**config.mk**
```make
export PLATFORM = sky130hd
export DESIGN_NAME = qspi_sram_arbiter
export DESIGN_NICKNAME = d
export VERILOG_FILES = /design/src/rtl/qspi_sram_arbiter.sv
export SDC_FILE = /design/constraint.sdc
export NUM_CORES = 1
export LEC_CHECK = 0
export CORE_MARGIN = 3
export CORE_UTILIZATION = 44
export DETAILED_ROUTE_END_ITERATION = 10
export PLACE_DENSITY = 0.93
export SLEW_MARGIN = 15
export SYNTH_ARGS = -nofsm -noshare
export SYNTH_HDL_FRONTEND = slang
export SYNTH_SLANG_ARGS = --single-unit
```
**constraint.sdc**
```tcl
create_clock -name i_clk -period 3.77 [get_ports i_clk]
set_input_delay 0.377 -clock i_clk [delete_from_list [all_inputs] [get_ports i_clk]]
set_output_delay 0.377 -clock i_clk [all_outputs]
set_load 0.03 [all_outputs]
```
**src/rtl/qspi_sram_arbiter.sv**
```systemverilog
// qspi_sram_arbiter
//   Sequences the QSPI shifter and shares it between two requesters
//   (port 0 = data, port 1 = fetch). After reset it issues the
//   enter-quad-mode transaction once. It then serves word read and write
//   requests with round-robin arbitration, a forced chip-select gap between
//   transactions and a per-transaction timeout.
//
// Parameters
//   ADDR_W   SRAM byte-address width forwarded to the shifter
//   CS_GAP   idle cycles (sh_enable low) forced between transactions
//   TIMEOUT  max cycles in BUSY awaiting sh_done before abort (>= 2)
//
// Ports
//   i_clk, i_reset_n            clock, synchronous active-low reset
//   o_init_done                 enter-quad-mode transaction has completed
//   o_busy                      arbiter is not idle
//   i_pN_req/we/addr/wdata      requester N command (held until o_pN_gnt)
//   o_pN_gnt                    request captured this cycle (combinational)
//   o_pN_done/err/rdata         completion pulse, timeout flag, read data
//   o_sh_enable/cmd/addr/wdata  shifter command (0=INIT, 1=READ, 2=WRITE)
//   i_sh_rdata, i_sh_done       shifter read data and completion pulse
module qspi_sram_arbiter #(
    parameter int ADDR_W  = 24,
    parameter int CS_GAP  = 2,
    parameter int TIMEOUT = 64
) (
    input  logic              i_clk,
    input  logic              i_reset_n,
    output logic              o_init_done,
    output logic              o_busy,
    input  logic              i_p0_req,
    input  logic              i_p0_we,
    input  logic [ADDR_W-1:0] i_p0_addr,
    input  logic [31:0]       i_p0_wdata,
    output logic              o_p0_gnt,
    output logic              o_p0_done,
    output logic              o_p0_err,
    output logic [31:0]       o_p0_rdata,
    input  logic              i_p1_req,
    input  logic              i_p1_we,
    input  logic [ADDR_W-1:0] i_p1_addr,
    input  logic [31:0]       i_p1_wdata,
    output logic              o_p1_gnt,
    output logic              o_p1_done,
    output logic              o_p1_err,
    output logic [31:0]       o_p1_rdata,
    output logic              o_sh_enable,
    output logic [1:0]        o_sh_cmd,
    output logic [ADDR_W-1:0] o_sh_addr,
    output logic [31:0]       o_sh_wdata,
    input  logic [31:0]       i_sh_rdata,
    input  logic              i_sh_done
);

    typedef enum logic [1:0] {S_INIT, S_GAP, S_IDLE, S_BUSY} state_t;

    localparam logic [1:0] CMD_INIT  = 2'd0;
    localparam logic [1:0] CMD_READ  = 2'd1;
    localparam logic [1:0] CMD_WRITE = 2'd2;

    // One counter serves as the BUSY timer and the GAP length counter.
    localparam int CNT_W = $clog2(TIMEOUT + CS_GAP + 1);
    localparam logic [CNT_W-1:0] TMO_LAST = CNT_W'(TIMEOUT - 1);
    // The done cycle is the first GAP cycle; with CS_GAP=0 it is still spent
    // in GAP so the next grant lands one cycle after pN_done.
    localparam logic [CNT_W-1:0] GAP_LAST = CNT_W'((CS_GAP > 0) ? CS_GAP - 1 : 0);

    state_t             r_state;
    logic [CNT_W-1:0]   r_cnt;
    logic               r_last_gnt;
    logic               r_port;
    logic               r_init_done;
    logic               r_busy;
    logic               r_p0_done, r_p0_err, r_p1_done, r_p1_err;
    logic [31:0]        r_p0_rdata, r_p1_rdata;
    logic               r_sh_enable;
    logic [1:0]         r_sh_cmd;
    logic [ADDR_W-1:0]  r_sh_addr;
    logic [31:0]        r_sh_wdata;

    // NOTE: the grant is combinational from registered state so a requester
    // sees it in the same cycle it is captured; keep this path free of any
    // feedback from the grant itself.
    logic w_can_grant, w_pick1, w_p0_gnt, w_p1_gnt;
    assign w_can_grant = (r_state == S_IDLE) && r_init_done;
    // On a tie, serve the port that was not granted last.
    assign w_pick1     = i_p1_req && (!i_p0_req || !r_last_gnt);
    assign w_p1_gnt    = w_can_grant && w_pick1;
    assign w_p0_gnt    = w_can_grant && i_p0_req && !w_pick1;

    // NOTE: synchronous reset inside the clocked block, non-blocking
    // assignments only; every state register (no memories here) is reset.
    always_ff @(posedge i_clk) begin
        if (!i_reset_n) begin
            r_state     <= S_INIT;
            r_cnt       <= '0;
            r_last_gnt  <= 1'b1;
            r_port      <= 1'b0;
            r_init_done <= 1'b0;
            r_busy      <= 1'b0;
            r_p0_done   <= 1'b0;
            r_p0_err    <= 1'b0;
            r_p0_rdata  <= '0;
            r_p1_done   <= 1'b0;
            r_p1_err    <= 1'b0;
            r_p1_rdata  <= '0;
            r_sh_enable <= 1'b0;
            r_sh_cmd    <= CMD_INIT;
            r_sh_addr   <= '0;
            r_sh_wdata  <= '0;
        end else begin
            r_p0_done <= 1'b0;
            r_p1_done <= 1'b0;
            case (r_state)
                S_INIT: begin
                    r_busy      <= 1'b1;
                    r_sh_enable <= 1'b1;
                    r_sh_cmd    <= CMD_INIT;
                    if (i_sh_done) begin
                        r_init_done <= 1'b1;
                        r_sh_enable <= 1'b0;
                        r_cnt       <= '0;
                        r_state     <= S_GAP;
                    end
                end
                S_GAP: begin
                    if (r_cnt == GAP_LAST) begin
                        r_cnt   <= '0;
                        r_busy  <= 1'b0;
                        r_state <= S_IDLE;
                    end else begin
                        r_cnt <= r_cnt + 1'b1;
                    end
                end
                S_IDLE: begin
                    if (w_p0_gnt || w_p1_gnt) begin
                        r_port      <= w_p1_gnt;
                        r_last_gnt  <= w_p1_gnt;
                        r_sh_addr   <= w_p1_gnt ? i_p1_addr  : i_p0_addr;
                        r_sh_wdata  <= w_p1_gnt ? i_p1_wdata : i_p0_wdata;
                        r_sh_cmd    <= (w_p1_gnt ? i_p1_we : i_p0_we) ? CMD_WRITE : CMD_READ;
                        r_sh_enable <= 1'b1;
                        r_busy      <= 1'b1;
                        r_cnt       <= '0;
                        r_state     <= S_BUSY;
                    end
                end
                S_BUSY: begin
                    if (i_sh_done || r_cnt == TMO_LAST) begin
                        // sh_done takes priority over a simultaneous timeout.
                        if (r_port) begin
                            r_p1_done <= 1'b1;
                            r_p1_err  <= !i_sh_done;
                            if (!i_sh_done)
                                r_p1_rdata <= '0;
                            else if (r_sh_cmd == CMD_READ)
                                r_p1_rdata <= i_sh_rdata;
                        end else begin
                            r_p0_done <= 1'b1;
                            r_p0_err  <= !i_sh_done;
                            if (!i_sh_done)
                                r_p0_rdata <= '0;
                            else if (r_sh_cmd == CMD_READ)
                                r_p0_rdata <= i_sh_rdata;
                        end
                        r_sh_enable <= 1'b0;
                        r_cnt       <= '0;
                        r_state     <= S_GAP;
                    end else begin
                        r_cnt <= r_cnt + 1'b1;
                    end
                end
                default: r_state <= S_INIT;
            endcase
        end
    end

    assign o_init_done = r_init_done;
    assign o_busy      = r_busy;
    assign o_p0_gnt    = w_p0_gnt;
    assign o_p1_gnt    = w_p1_gnt;
    assign o_p0_done   = r_p0_done;
    assign o_p0_err    = r_p0_err;
    assign o_p0_rdata  = r_p0_rdata;
    assign o_p1_done   = r_p1_done;
    assign o_p1_err    = r_p1_err;
    assign o_p1_rdata  = r_p1_rdata;
    assign o_sh_enable = r_sh_enable;
    assign o_sh_cmd    = r_sh_cmd;
    assign o_sh_addr   = r_sh_addr;
    assign o_sh_wdata  = r_sh_wdata;

endmodule
```
==> results of run 1 <==
==> Yosys cell counts (2+ instances only) <==
cell / number
o211ai_1: 8
nor2b_1: 2
o21a_1: 2
nand3_1: 38
inv_1: 8
nor2_1: 66
clkbuf_1: 34
o21ai_0: 3
nand2_1: 80
nor3_1: 3
a21oi_1: 10
buf_4: 3
a311oi_1: 2
buf_2: 12
nand2b_1: 2
a211oi_1: 57
ha_1: 8
a31oi_1: 5
mux2i_1: 122
dfxtp_1: 140
buf_1: 2
==> final timing paths <==
| check | start | slack (ns) | depth (start not counted) | endpoint |
|---|---|---|---|---|
| min reg2reg | o_p0_rdata[19] | 0.46 | 2 | o_p0_rdata[19] |
| max | r_state[1] | 1.10 | 4 | o_p0_gnt |
| min | i_reset_n | 0.42 | 3 | o_init_done |
| max reg2reg | r_state[0] | 1.32 | 6 | o_sh_addr[4] |
==> flip-flops by register name, summed over array words and instances, names as in the netlist <==
| name | cells |
|---|---|
| o_busy | 1 |
| o_init_done | 1 |
| o_p0_done | 1 |
| o_p0_err | 1 |
| o_p0_rdata | 32 |
| o_p1_done | 1 |
| o_p1_err | 1 |
| o_p1_rdata | 32 |
| o_sh_addr | 24 |
| o_sh_cmd | 2 |
| o_sh_enable | 1 |
| o_sh_wdata | 32 |
| r_cnt | 7 |
| r_last_gnt | 1 |
| r_port | 1 |
| r_state | 2 |
==> metal layers <==
| layer | global-route usage | vias up |
|---|---|---|
| met2 | 0.4071 | 204 |
| met3 | 0.08571 | 58 |
| met4 | 0.1302 | 0 |
| met5 | 0 | - |
| li1 | - | 2736 |
| met1 | 0.2881 | 2636 |
==> stage by stage <==
stage	setup WS [ns]	hold slack (ns)	util	total power, µW	area (µm²)
CTS	1.086	0.4029	0.7298	4108	9434
finish	1.103	0.4153	0.7298	4083	9434
global placement	1.192	0.4444	0.6840	2417	8842
detailed placement	1.140	0.4513	0.6840	2436	8842
global route	1.003	0.4214	0.7298	4247	9434
floorplan	1.786	0.4323	-	2077	5959
==> tightest hold or removal path, cell delays in order <==
cell,delay (ns)
buf_2,0.11
inv_2,0.16
nor2_1,0.14
==> logic make-up (layout without fill, tap and decap cells) <==
family	Yosys count	after routing
DFF	140	140
muxes	122	122
and+or+nand+nor	201	201
AOI/OAI and AO/OA	96	96
adders and majority gates	8	8
buffers and inverters	60	328
==> cells in the final DEF, fill, tap and decap left out, drive strengths merged <==
| cell type | count |
|---|---|
| a31oi | 5 |
| o41a | 1 |
| nor3b | 1 |
| nand4 | 1 |
| a21oi | 10 |
| nor3 | 4 |
| and2 | 1 |
| ha | 8 |
| mux2i | 122 |
| clkdlybuf4s50 | 280 |
| nor2b | 2 |
| a2111oi | 1 |
| bufinv | 2 |
| clkinvlp | 2 |
| nor2 | 66 |
| a311oi | 2 |
| nand2b | 2 |
| o2111ai | 1 |
| a211oi | 57 |
| nand3b | 1 |
| o221ai | 1 |
| or2 | 1 |
| nand3 | 39 |
| a21o | 1 |
| inv | 12 |
| o211ai | 8 |
| buf | 7 |
| or4b | 1 |
| dfxtp | 140 |
| a21boi | 1 |
| or4 | 1 |
| nand2 | 80 |
| o21ai | 3 |
| o41ai | 1 |
| clkbuf | 19 |
| o21a | 2 |
| o31ai | 1 |
| clkinv | 6 |
| and3 | 1 |
| o311a | 1 |
==> final cells by class <==
type	instances	area, µm²
clock buffers	19	452.9
clock inverters	13	138.9
fillers	916	3493
inverters	9	33.78
multi-input cells	427	2938
flip-flops and latches	140	2803
well taps	172	215.2
repair buffers	287	2853
==> where the power goes <==
group	internal (µW)	total [µW]	switching (µW)
Clock	1010	1670	660
Sequential	1550	1610	59.5
Combinational	385	802	418
Total	2950	4080	1140
==> results by group, run 1 <==
Outcome
  • Outcome: finished, final reports clean

Clock tree
  • Hold_buf cts: 0
  • Clk slew on worst S/H paths: about 0.06 ns
  • Clk sinks: 140
  • Setup Fix Bufs, Post-CTS: 0
  • CTS Buffer Depth: 2
  • Total CTS buffers: 17
  • Post-CTS sizing: 0
  • Clk_lat worst skew: 0.41 ns
  • Root Buffer: clkbuf_16
  • H-tree lvl count: 4
  • TritonCTS clock tree: done

Route
  • Initial drt markers: 364
  • Pre-Repair DR Iteration Count: 5
  • Final wirelength: between 15 and 20 mm
  • Met3 wire len: about 1.2 mm
  • Met2 wire len: ~9.5 mm
  • Routed wire per std cell: 17.66 µm
  • Top Metal Used: met4
  • Post-route ant nets: 0
  • Vias: roughly 5600
  • M1 wire length: just over 7 mm
  • Via density: between 5 and 6
  • DRC errors left: 0

Critical path
  • Critical path cell sequence: ha_1, nand3_4, nor2_1, clkdlybuf4s50_1
  • Critical Path Sink Type: output port
  • Crit-path max FO: 7
  • Slowest cell delay on critical path: 0.74 ns
  • Startpoint class of the critical path: flip-flop
  • CP max-delay cell: clkdlybuf4s50_1
  • CP delay by family, top: buffers and inverters
  • WP data arrival: about 2.3 ns
  • Crit path buffers/inverters: 1
  • Critical path class: reg2out
  • WP data required: approximately 3.4 ns

Hold path
  • HP Class: in2reg

Timing
  • Period minus WS final: between 2 and 3 ns
  • Unrepaired setup endpoints after global routing: no
  • Final setup fails: 0
  • Relative slew slack: 0.2738
  • Least-Margin Pin Slew: approximately 1.1 ns
  • Max-slew violation count: 0
  • Fmax: around 0.37 GHz
  • Period utilisation layout: 0.7075
  • Worst Clk Skew: 0.01042 ns
  • Final hold violations: 0
  • Setup_tns: 0 ns

Logic synthesis
  • Leading post-synthesis cells by cell area: dfxtp_1 47%, mux2i_1 20%, a211oi_1 7.2%
  • Synth Area in Compound Gates: 0.1199
  • Adder-Cell Fraction of Synth Area: 0.01680
  • Largest family of logic cells by synthesized area: multiplexers
  • Prevailing post-synth register cell: dfxtp_1
  • Cell count after synthesis: 627
  • Avg Cell Area, Syn: between 9 and 10 µm²
  • Synthesized cell area: between 5000 and 6000 µm²
  • Mux share of post-synthesis cell area: 0.2049
  • XOR/XNOR share of the synthesized area: 0
  • Share of the synthesized area in the top cell type: 0.4703
  • Post-synth ARST share: 0
  • Yosys warns: 0
  • Post-Synth Simple-Gate Area: 0.1459
  • Cell taking the most area after synthesis: dfxtp_1
  • Post-Synthesis Net Count: 786
  • Yosys cell types: 41
  • Sequential area share after synthesis: 0.4703
  • EDFF count, synth: 0
  • Yosys reg bits: between 100 and 150

Global route
  • Vias in the first global route: ~5600
  • First-pass GRT wire length: about 29 mm
  • Total gr overflow: 0
  • Largest net degree at the start of global routing: roughly 120
  • Tot GR Track Use: 0.2490
  • Initial antenna violation count: 0

Placement
  • DP HPWL: between 10 and 15 mm
  • Placed Cells: just over 1000
  • PortBufs: approximately 280
  • Gpl congestion: 0.8630

Floorplan
  • Die W: 122.4 µm
  • Core area: between 10000 and 15000 µm²
  • Die Footprint: ~15000 µm²
  • Initial Util: 0.4610
  • Core Rows: between 40 and 50
  • I/O pin cnt: 282
  • Die Y: ~120 µm

Power
  • Leak pwr: 0.004162 µW
  • Power Dens Cells: 432.8 nW/µm²
  • Peak supply drop: 0.0003354 V

Flow run
  • # Max-Cap Violations: 0

Finish
  • N_diodes: 0
  • Layout cell share with drive strength beyond 1: 0.05475
  • P&R area growth vs syn: 58.30%
  • Fin nets: about 1000
  • Fin cells: ~1100
No activity file was read; power rests on OpenSTA's default activity.
==> inputs of run 2 (changes only) <==
--- a/config.mk
+++ b/config.mk
@@ -6,9 +6,9 @@
 export NUM_CORES = 1
 export LEC_CHECK = 0
 export CORE_MARGIN = 3
-export CORE_UTILIZATION = 44
+export CORE_UTILIZATION = 41
 export DETAILED_ROUTE_END_ITERATION = 10
-export PLACE_DENSITY = 0.93
+export PLACE_DENSITY = 0.88
 export SLEW_MARGIN = 15
 export SYNTH_ARGS = -nofsm -noshare
 export SYNTH_HDL_FRONTEND = slang
==> constraint.sdc (replaced) <==
create_clock -name i_clk -period 2.7 [get_ports i_clk]
set_input_delay 0.27 -clock i_clk [delete_from_list [all_inputs] [get_ports i_clk]]
set_output_delay 0.27 -clock i_clk [all_outputs]
set_load 0.03 [all_outputs]
==> run 2 against run 1 <==
- power rose by 41%
- global-route usage fell by 2.4 points
- setup slack got worse by 0.64 ns
- die area rose by 6.9%
- non-clock buffer count rose by 4
- cell area rose by 0.70%
- utilization fell by 5.3 points
- first-iteration DRC count rose by 0.55%
- routed wire length fell by 3.5%
- clock skew rose by 0.0013 ns
- clock power rose by 42%
==> results by group, run 2 (synthesized netlist as in run 1, its figures left out) <==
Outcome
  • Outcome: finished, final reports clean

Clock tree
  • Root Buffer: clkbuf_16
  • H-tree lvl count: 4
  • CTS Buffer Depth: 2
  • Post-CTS sizing: 0
  • Setup Fix Bufs, Post-CTS: 0
  • TritonCTS clock tree: done
  • Total CTS buffers: 17
  • Clk sinks: 140
  • Clk slew on worst S/H paths: ~0.06 ns
  • Hold_buf cts: 0
  • Clk_lat worst skew: about 0.42 ns

Power
  • Logic pwr share: 0.197
  • Seq pwr share: 0.391
  • Peak supply drop: approximately 0.00038 V
  • Net Sw Power: roughly 1600 µW
  • Pint: about 4200 µW
  • Total Power: 5744 µW
  • Clock Power Share: 0.412
  • Leak pwr: 0.004183 µW
  • Sw frac: 0.2747
  • Power Dens Cells: approximately 600 nW/µm²

Timing
  • Worst Clk Skew: 0.01167 ns
  • Max-slew violation count: 0
  • Setup_tns: 0 ns
  • Final hold violations: 0
  • Relative slew slack: 0.3361
  • Period minus WS final: 2.238 ns
  • Unrepaired setup endpoints after global routing: no
  • Least-Margin Pin Slew: around 1.0 ns
  • PnR worst setup slack: approximately 0.46 ns
  • Fmax: about 0.45 GHz
  • Period utilisation layout: 0.8289
  • Final setup fails: 0

Hold path
  • HP Class: in2reg

Finish
  • Fin nets: around 1000
  • Most common cell after layout, fill and taps aside: clkdlybuf4s50_1
  • P&R area growth vs syn: 59.42%
  • Multi-input logic area: just under 3000 µm²
  • Fillers: ~1100
  • Fin cells: roughly 1100
  • Most used cells in the layout excluding fill and tap cells: 278 x clkdlybuf4s50_1, 140 x dfxtp_1, 122 x mux2i_1
  • N_diodes: 0
  • Final instance area: 9500 µm²
  • Register area: ~2800 µm²
  • Layout cell share with drive strength beyond 1: 0.06007

Critical path
  • Critical path class: reg2out
  • Crit-path max FO: 26
  • WP data required: 2.43 ns
  • Startpoint class of the critical path: flip-flop
  • Critical Path Sink Type: output port
  • WP data arrival: between 1.5 and 2 ns

Route
  • Via density: 5.191
  • Initial drt markers: between 300 and 400
  • Pre-Repair DR Iteration Count: 4
  • Final wirelength: approximately 18 mm
  • DRC errors left: 0
  • Routed wire per std cell: approximately 17 µm
  • Vias: between 5000 and 6000
  • Post-route ant nets: 0

Global route
  • Largest net degree at the start of global routing: 104
  • Total gr overflow: 0
  • First-pass GRT wire length: 29.06 mm
  • Tot GR Track Use: 0.2251
  • Vias in the first global route: ~5700
  • Initial antenna violation count: 0

Floorplan
  • Die Footprint: ~16000 µm²
  • Initial Util: 0.4244
  • Die W: between 100 and 150 µm
  • Core area: roughly 14000 µm²
  • I/O pin cnt: 282
  • Core Rows: 43
  • Die Y: roughly 130 µm

Placement
  • DP HPWL: between 10 and 15 mm
  • Placed Instance Area: just under 9000 µm²
  • Gpl congestion: 0.8199
  • Placed Cells: 1047
  • Pre-CTS setup slack: roughly 0.38 ns
  • PortBufs: 281

Flow run
  • # Max-Cap Violations: 0
## run 2: layout make-up
| class | count | area share |
|---|---|---|
| well taps | 180 | 0.02371 |
| clock inverters | 14 | 0.01778 |
| clock buffers | 18 | 0.04517 |
| repair buffers | 291 | 0.3055 |
| flip-flops and latches | 140 | 0.2950 |
| inverters | 9 | 0.003556 |
| multi-input cells | 427 | 0.3092 |
## run 2: metrics by stage
step           hold slack, ns    util
3_3_place_gp           0.4447  0.6340
4_1_cts                0.3320  0.6766
5_1_grt                0.3575  0.6766
3_5_place_dp           0.4507  0.6340
6_report               0.3398  0.6766
2_1_floorplan          0.4323       -
## run 2: final timing paths
kind	cells past startpoint	slack, ns	to	startpoint
hold / removal	3	0.34	o_init_done	i_reset_n
hold reg to reg	2	0.46	o_p0_rdata[1]	o_p0_rdata[1]
setup / recovery	6	0.46	o_p1_gnt	r_state[0]
setup reg to reg	6	0.53	o_sh_addr[2]	r_state[0]
## run 2: layer usage
layer / GRT usage / part of all wire
met2: 0.3845 / 0.51
met3: 0.07032 / 0.062
met1: 0.2605 / 0.40
met5: 0 / 0
met4: 0.09527 / 0.029
## run 2: power by group through the flow
stage	clock network, µW	registers [µW]	logic, µW
finish	2370	2250	1130
global route	2510	2260	1220
CTS	2410	2250	1130
detailed placement	0	2290	1120
global placement	0	2290	1110
floorplan	0	2420	481
## run 2: critical path, cell delays in order, from the launching register on
cell and delay [ns]:
dfxtp_1 0.42, inv_1 0.11, ha_1 0.34, nand3_4 0.13
buf_4 0.27, inv_1 0.10, buf_4 0.19
==> inputs of run 3 (changes only) <==
==> constraint.sdc (replaced) <==
create_clock -name i_clk -period 2.25 [get_ports i_clk]
set_input_delay 0.225 -clock i_clk [delete_from_list [all_inputs] [get_ports i_clk]]
set_output_delay 0.225 -clock i_clk [all_outputs]
set_load 0.03 [all_outputs]
==> run 3 against run 2 <==
- count of clock-buffer cells in the layout is 1 lower
- setup slack worse by 0.32 ns
- global-route usage is 0.20 points lower
- cell area is 0.84% higher
- sequential share of layout area is 0.25 points lower
- flip-flop and latch count stayed put
- hold slack worse by 0.19 ns
- die area stayed put
- clock skew is 0.0021 ns lower
- critical path type unchanged
==> results by group, run 3 (synthesized netlist as in run 1, its figures left out) <==
Route
  • Via density: around 5.1
  • Initial drt markers: around 330
  • M1 wire length: roughly 7.4 mm
  • Post-route ant nets: 0
  • Pre-Repair DR Iteration Count: 4
  • Met2 wire len: between 9 and 10 mm
  • Vias: 5559
  • Met3 wire len: around 1.1 mm
  • Top Metal Used: met4
  • Routed wire per std cell: 16.89 µm
  • Final wirelength: 18.24 mm
  • DRC errors left: 0

Timing
  • Least-Margin Pin Slew: 0.5544 ns
  • Relative slew slack: 0.6275
  • Max-slew violation count: 0
  • Fmax: roughly 0.47 GHz
  • Final hold violations: 0
  • Period utilisation layout: 0.9384
  • Unrepaired setup endpoints after global routing: no
  • Period minus WS final: ~2.1 ns
  • Hold WS: about 0.15 ns
  • Setup_tns: 0 ns
  • Worst Clk Skew: around 0.0096 ns
  • Final setup fails: 0

Floorplan
  • Core area: approximately 14000 µm²
  • Core Rows: 43
  • Initial Util: 0.4244
  • Die Footprint: ~16000 µm²
  • Die Y: 126.6 µm
  • Die W: around 130 µm
  • I/O pin cnt: roughly 280

Outcome
  • Outcome: finished, final reports clean

Global route
  • First-pass GRT wire length: around 29 mm
  • Total gr overflow: 0
  • Initial antenna violation count: 0
  • Vias in the first global route: about 5500
  • Tot GR Track Use: 0.2231
  • Largest net degree at the start of global routing: just under 100

Placement
  • DP HPWL: about 13 mm
  • Gpl congestion: about 0.84
  • Placed Cells: roughly 1000
  • PortBufs: approximately 280

Power
  • Logic pwr share: 0.199
  • Peak supply drop: between 0.0004 and 0.0005 V
  • Net Sw Power: 1892 µW
  • Seq pwr share: 0.390
  • Sw frac: 0.2739
  • Power Dens Cells: a little over 700 nW/µm²
  • Clock Power Share: 0.411
  • Leak pwr: 0.004226 µW
  • Pint: 5017 µW

Critical path
  • Startpoint class of the critical path: flip-flop
  • Crit-path max FO: 14
  • Critical Path Sink Type: output port
  • Critical path class: reg2out
  • CP max-delay cell: dfxtp_1
  • Slowest cell delay on critical path: roughly 0.37 ns
  • Critical path cell sequence: inv_1, ha_2, nand3_4, nor2_1, buf_4
  • WP data required: approximately 2.0 ns
  • WP data arrival: 1.89 ns

Finish
  • Final core utilization: 0.6823
  • Most used cells in the layout excluding fill and tap cells: 278 x clkdlybuf4s50_1, 140 x dfxtp_1, 122 x mux2i_1
  • Fillers: between 1000 and 1500
  • Layout cell share with drive strength beyond 1: 0.06333
  • Fin cells: 1080
  • P&R area growth vs syn: 60.76%
  • Most common cell after layout, fill and taps aside: clkdlybuf4s50_1
  • N_diodes: 0
  • Fin nets: 1047

Clock tree
  • TritonCTS clock tree: done
  • CTS Buffer Depth: 2
  • Hold_buf cts: 0
  • Total CTS buffers: 17
  • Clk_lat worst skew: between 0.4 and 0.5 ns
  • Clk sinks: 140
  • Root Buffer: clkbuf_16
  • H-tree lvl count: 4
  • Clk slew on worst S/H paths: ~0.060 ns

Flow run
  • # Max-Cap Violations: 0

Hold path
  • HP Class: in2reg
## run 3: worst paths after layout
kind	from	endpoint	slack, ns	depth (start not counted)
max	r_state[0]	o_p0_gnt	0.14	5
min	i_reset_n	o_busy	0.15	2
max reg2reg	r_cnt[0]	o_sh_enable	0.30	5
min reg2reg	o_p1_rdata[31]	o_p1_rdata[31]	0.46	2
## run 3: critical path, delay by kind of cell (launching register included)
family | cells | cell delay [ns]
adder cells (fa/ha/maj) | 1 | 0.29
buffers and inverters | 2 | 0.33
flip-flops | 1 | 0.37
AND/OR/NAND/NOR | 2 | 0.47
## run 3: metrics by stage
stage,area [µm²],power [µW],setup WS (ns)
after floorplan,5959,3480,0.3904
after global placement,8980,4096,0.3078
after detailed placement,8980,4118,0.1515
after CTS,9578,6956,0.02587
after global routing,9580,7210,0.02733
final,9580,6909,0.1386
## run 3: metal layers
metal  GRT usage  vias to the layer above
li1            -                     2739
met1      0.2619                     2609
met2      0.3742                      169
met3     0.07621                       42
met4     0.08959                        0
met5           0                        -
## run 3: layout make-up
class | count | area (µm²) | share of cell area
clock inverter | 14 | 172.7 | 0.01802
timing repair buffer | 293 | 2980 | 0.3111
multi-input combinational | 427 | 2940 | 0.3069
tap | 180 | 225.2 | 0.02351
clock buffer | 17 | 425.4 | 0.04440
sequential | 140 | 2803 | 0.2925
inverter | 9 | 33.78 | 0.003526
## run 3: what timing repair did
item	CTS	global route
resized for setup	0	1
setup endpoints to repair	0	1
buffers inserted	0	0
## run 3: power by group through the flow
stage | Clock, µW | Sequential, µW | Combinational (µW)
5_1_grt | 3010 | 2710 | 1490
2_1_floorplan | 0 | 2900 | 577
6_report | 2840 | 2700 | 1380
3_3_place_gp | 0 | 2740 | 1350
3_5_place_dp | 0 | 2750 | 1370
4_1_cts | 2880 | 2700 | 1380
